--- src/rtl/seg_pkg.sv ---
// Glyph constants and nibble-to-segment decode for active-low seven-segment displays.
// Bit order is {G,F,E,D,C,B,A}; a 0 lights the segment.
package seg_pkg;

    localparam logic [6:0] SEG_0    = 7'h40;
    localparam logic [6:0] SEG_1    = 7'h79;
    localparam logic [6:0] SEG_2    = 7'h24;
    localparam logic [6:0] SEG_3    = 7'h30;
    localparam logic [6:0] SEG_4    = 7'h19;
    localparam logic [6:0] SEG_5    = 7'h12;
    localparam logic [6:0] SEG_6    = 7'h02;
    localparam logic [6:0] SEG_7    = 7'h78;
    localparam logic [6:0] SEG_8    = 7'h00;
    localparam logic [6:0] SEG_9    = 7'h10;
    localparam logic [6:0] SEG_HA   = 7'h08;
    localparam logic [6:0] SEG_HB   = 7'h03;
    localparam logic [6:0] SEG_HC   = 7'h46;
    localparam logic [6:0] SEG_HD   = 7'h21;
    localparam logic [6:0] SEG_HE   = 7'h06;
    localparam logic [6:0] SEG_HF   = 7'h0E;
    localparam logic [6:0] SEG_DASH = 7'h3F;
    localparam logic [6:0] SEG_OFF  = 7'h7F;

    // In decimal mode nibble A renders as a dash and B..F stay dark.
    function automatic logic [6:0] seg_decode(input logic [3:0] nibble, input logic hex);
        logic [6:0] seg;
        case (nibble)
            4'h0:    seg = SEG_0;
            4'h1:    seg = SEG_1;
            4'h2:    seg = SEG_2;
            4'h3:    seg = SEG_3;
            4'h4:    seg = SEG_4;
            4'h5:    seg = SEG_5;
            4'h6:    seg = SEG_6;
            4'h7:    seg = SEG_7;
            4'h8:    seg = SEG_8;
            4'h9:    seg = SEG_9;
            4'hA:    seg = hex ? SEG_HA : SEG_DASH;
            4'hB:    seg = hex ? SEG_HB : SEG_OFF;
            4'hC:    seg = hex ? SEG_HC : SEG_OFF;
            4'hD:    seg = hex ? SEG_HD : SEG_OFF;
            4'hE:    seg = hex ? SEG_HE : SEG_OFF;
            default: seg = hex ? SEG_HF : SEG_OFF;
        endcase
        return seg;
    endfunction

endpackage

--- src/rtl/seg_glyph_decode.sv ---
// Combinational nibble + glyph mode to active-low segment pattern.
module seg_glyph_decode
    import seg_pkg::*;
(
    input  logic [3:0] nibble,
    input  logic       hex,
    output logic [6:0] seg
);

    assign seg = seg_decode(nibble, hex);

endmodule

--- src/rtl/seg_scan_display.sv ---
// Time-multiplexed common-anode seven-segment driver: frame-latched inputs,
// per-slot dead-time, leading-zero suppression and registered pin outputs.
module seg_scan_display
    import seg_pkg::*;
#(
    parameter int DIGITS = 4,
    parameter int DIV    = 50000,
    parameter int DEAD   = 500
) (
    input  logic                  i_clk,
    input  logic                  i_rst_n,
    input  logic [4*DIGITS-1:0]   i_data,
    input  logic [DIGITS-1:0]     i_dp,
    input  logic [DIGITS-1:0]     i_blank,
    input  logic                  i_hex,
    input  logic                  i_lzs,
    output logic [6:0]            o_seg,
    output logic                  o_dp,
    output logic [DIGITS-1:0]     o_sel
);

    localparam int CW = $clog2(DIV);
    localparam int IW = $clog2(DIGITS);
    localparam logic [CW-1:0] CNT_LAST = CW'(DIV - 1);
    localparam logic [IW-1:0] IDX_LAST = IW'(DIGITS - 1);

    logic [CW-1:0]          cnt;
    logic [IW-1:0]          idx;
    logic [4*DIGITS-1:0]    sh_data;
    logic [DIGITS-1:0]      sh_dp;
    logic [DIGITS-1:0]      sh_blank;
    logic                   sh_hex;
    logic                   sh_lzs;

    logic                   frame_end;
    logic                   in_dead;
    logic [DIGITS-1:0]      suppress;
    logic                   zero_run;
    logic [3:0]             cur_nib;
    logic [6:0]             dec_seg;
    logic                   cur_dark;

    assign frame_end = (cnt == CNT_LAST) && (idx == IDX_LAST);

    generate
        if (DEAD == 0) begin : g_no_dead
            assign in_dead = 1'b0;
        end else begin : g_dead
            assign in_dead = (cnt < CW'(DEAD));
        end
    endgenerate

    always_ff @(posedge i_clk or negedge i_rst_n) begin
        if (!i_rst_n) begin
            cnt <= '0;
            idx <= '0;
        end else if (cnt == CNT_LAST) begin
            cnt <= '0;
            idx <= (idx == IDX_LAST) ? '0 : idx + IW'(1);
        end else begin
            cnt <= cnt + CW'(1);
        end
    end

    // Shadow blank resets to all ones so the first frame after reset is dark.
    always_ff @(posedge i_clk or negedge i_rst_n) begin
        if (!i_rst_n) begin
            sh_data  <= '0;
            sh_dp    <= '0;
            sh_blank <= '1;
            sh_hex   <= 1'b0;
            sh_lzs   <= 1'b0;
        end else if (frame_end) begin
            sh_data  <= i_data;
            sh_dp    <= i_dp;
            sh_blank <= i_blank;
            sh_hex   <= i_hex;
            sh_lzs   <= i_lzs;
        end
    end

    // Walk down from the top digit; a digit is suppressed while everything above it is zero.
    always_comb begin
        suppress = '0;
        zero_run = sh_lzs;
        for (int k = DIGITS - 1; k >= 1; k--) begin
            zero_run    = zero_run && (sh_data[4*k +: 4] == 4'h0);
            suppress[k] = zero_run;
        end
    end

    always_comb begin
        cur_nib = 4'h0;
        for (int k = 0; k < DIGITS; k++) begin
            if (IW'(k) == idx) begin
                cur_nib = sh_data[4*k +: 4];
            end
        end
    end

    seg_glyph_decode u_glyph (
        .nibble (cur_nib),
        .hex    (sh_hex),
        .seg    (dec_seg)
    );

    assign cur_dark = sh_blank[idx] | suppress[idx];

    // Blanked digits keep their select low so every digit sees the same duty cycle.
    always_ff @(posedge i_clk or negedge i_rst_n) begin
        if (!i_rst_n) begin
            o_sel <= '1;
            o_seg <= SEG_OFF;
            o_dp  <= 1'b1;
        end else if (in_dead) begin
            o_sel <= '1;
            o_seg <= SEG_OFF;
            o_dp  <= 1'b1;
        end else begin
            o_sel <= ~({{(DIGITS-1){1'b0}}, 1'b1} << idx);
            o_seg <= cur_dark ? SEG_OFF : dec_seg;
            o_dp  <= ~(sh_dp[idx] & ~sh_blank[idx]);
        end
    end

endmodule

--- config.mk ---
export PLATFORM = sky130hd
export DESIGN_NAME = seg_scan_display
export DESIGN_NICKNAME = d
export VERILOG_FILES = /design/src/rtl/seg_pkg.sv /design/src/rtl/seg_glyph_decode.sv /design/src/rtl/seg_scan_display.sv
export SDC_FILE = /design/constraint.sdc
export NUM_CORES = 1
export LEC_CHECK = 0
export BUFFER_PORTS_ARGS = -buffer_cell sky130_fd_sc_hd__buf_2
export CAP_MARGIN = 20
export CORE_MARGIN = 4
export CORE_UTILIZATION = 30
export DETAILED_ROUTE_END_ITERATION = 12
export GPL_ROUTABILITY_DRIVEN = 0
export GPL_TIMING_DRIVEN = 0
export PLACE_DENSITY = 0.52
export SYNTH_ARGS = -nofsm -noshare
export SYNTH_HDL_FRONTEND = slang
export SYNTH_SLANG_ARGS = --single-unit
--- constraint.sdc ---
create_clock -name i_clk -period 2.2 [get_ports i_clk]
set_input_delay 0.55 -clock i_clk [delete_from_list [all_inputs] [get_ports i_clk]]
set_output_delay 0.55 -clock i_clk [all_outputs]
set_load 0.03 [all_outputs]
==> results.toml <==
[grt]
gr-total-overflow = 0
grtUsageTotal = 0.116
antenna_found_initial = 0
grt_max_degree = 39
grt_pass1_vias = 2028
grt_pass1_wl_mm = 10.4

[drt]
drt_iter0_markers = 47
antenna_left = 0
vias = 1982
top_layer = "met4"
viasPerCell = 4.88
drt-total-wl_mm = 6.13
drt-met1-wl_mm = 3.07
wl_met2_mm = 2.74
wl_met3_um = 264
first_pass_iters = 4
drc = 0
wl_per_cell_um = 15.1

[timing]
period_share = 0.969
fin_hold_ws_ps = 182
setup_viol = 0
hold_viol_final = 0
final.setup_skew_ps = 8.23
slew_violations = 0
rsz0062_at_grt = "true"
worst_pin_slew_ps = 459
fmax_ghz = 0.469
maxSlewHeadroom = 0.694
period_minus_slack_ps = 2130

[setup_path]
start_kind = "flop"
cp.buffers_inverters = 1
cp_max_fo = 10
r2r_end = "sh_data[1]"
crit_family = "simple AND/OR/NAND/NOR gates"
cpMaxStageDelayCell = "or4_4"
slowest_delay_ps = 550
reg2reg_setup_slack_ps = 70
reg2reg_depth = 6
critPathArrivalTime_ps = 2330
crit_type = "flop to flop"
worstReg2RegStart = "cnt[12]"
cp.depth = 6
required_ps = 2400
cp-end-kind = "flop"
crit_path_cell_trace = "or4_4 > nor4_4 > nor3b_4 > nand2_4 > buf_8 > mux2_4"

[run_status]
status = "completed"

[hold_path]
hp-class = "input port to async pin"

[logic_synthesis]
synthArstFlopShare = 1.00
ys_types = 48
synth_area_um2 = 2820
ys_ff_latch = 56
synth_fp_nets = 266
syn_inst = 233
yosysSeqAreaShare = 0.505
synth_ff_type = "dfrtp_1"
synth_warnings = 0
avgSynthCellArea_um2 = 12.1
synth_edf_count = 0

[finish]
area_growth_pct = 26.5
diodes = 0
layout-drive-gt1-share = 0.475
nets = 327
seqCellArea_um2 = 1420
n_fill_cell = 920
fin_cells = 406
fin_util = 0.387
most-common-layout-cells = "buf_2, dfrtp_1, mux2_4"
multi_input_area_um2 = 1490
layout_commonest_cell = "buf_2"

[flow_run]
cap_violations = 0

[cts]
clkSinkCount = 56
ctsHoldBuffers = 0
root_buffer = "clkbuf_8"
insertion_delay_ps = 310
clkTransAtPathRegs_ps = 90
htreeDepth = 2
cts_buffer_depth = 2
cts_made_buffers = 5
cts_tree = "yes"

[floorplanning]
rows = 35
pin_count = 40
dieArea_um2 = 11000
chipWidth_um = 105
dieHeight_um = 105
core_area_um2 = 9200
start_util = 0.306

[placement]
dp_hpwl_mm = 4.25
port_buffers = 39
place_inst = 384

[pwr]
power_leakage_nw = 1.56
p_total_w = 0.00179
vdd_drop_max_mv = 0.219
powerDensity_nw_per_um2 = 501
power by group:
part	switching [W]	leakage (nW)	internal (W)
clock	0.000323	0.0395	0.000228
combinational	0.0000713	0.858	0.0000851
sequential	0.0000216	0.658	0.00106
cell type report:
class / instances / area share
buffer: 6 / 0.0140
clock buffer: 8 / 0.0225
inverter: 6 / 0.00632
multi-input combinational: 162 / 0.419
sequential: 56 / 0.400
tap: 111 / 0.0390
timing repair buffer: 57 / 0.0998
cells in the mapped netlist (5+ instances only):
library cell,instances,area share
nand2b_1,5,0.011
xor2_1,7,0.022
mux2_2,6,0.024
nand3_1,9,0.016
nand3b_1,5,0.013
mux2_4,20,0.11
dfrtp_1,40,0.36
nand2_1,16,0.021
clkbuf_1,6,0.0080
nor2_1,12,0.016
nor3b_1,5,0.013
dfstp_2,16,0.15
inv_1,6,0.0080
o21ai_0,10,0.018
ha_1,5,0.022
xnor2_1,6,0.019
sequential cells by signal, summed over array words and instances (netlist names):
| register | count |
|---|---|
| cnt | 16 |
| sh_data | 16 |
| o_seg | 7 |
| sh_lzs | 1 |
| idx | 2 |
| sh_blank | 4 |
| sh_hex | 1 |
| o_dp | 1 |
| o_sel | 4 |
| sh_dp | 4 |
through the flow:
| stage | instance area (um2) | setup slack, ps | setup TNS [ps] |
|---|---|---|---|
| 2_1_floorplan | 2830 | 30.6 | 0 |
| 3_3_place_gp | 3160 | -365 | -5840 |
| 3_5_place_dp | 3180 | -386 | -5400 |
| 4_1_cts | 3450 | -31.4 | -502 |
| 5_1_grt | 3560 | -48.1 | -709 |
| 6_report | 3560 | 67.6 | 0 |
how the worst max path moves through the flow:
stage / end / from / slack, ps
6_report: sh_data[1] / cnt[12] / 70
5_1_grt: sh_data[2] / cnt[12] / -50
4_1_cts: sh_data[1] / cnt[12] / -30
3_5_place_dp: o_seg[3] / idx[0] / -390
3_3_place_gp: o_seg[3] / idx[0] / -360
2_1_floorplan: o_seg[0] / idx[0] / 30
routing by layer:
layer  GRT usage  vias to the layer above
met2       0.171                       41
met3      0.0296                        4
met1       0.168                      964
met5           0                        -
met4      0.0328                        0
li1            -                      973
kinds of logic (layout without fill, tap and decap cells):
group	Yosys count	after routing	synth area share
flops	56	56	0.505
compound gates	42	42	0.108
xor+xnor	13	13	0.0404
fa+ha+maj	5	5	0.0222
buf+inv	15	77	0.0258
mux	30	30	0.154
simple gates	72	72	0.145
repair_timing:
item / CTS / global route
pin swaps: 4 / 7
setup buffers: 8 / 9
setup endpoints to repair: 36 / 42
resized for setup: 26 / 11
Power figures use the tool's default switching activity.
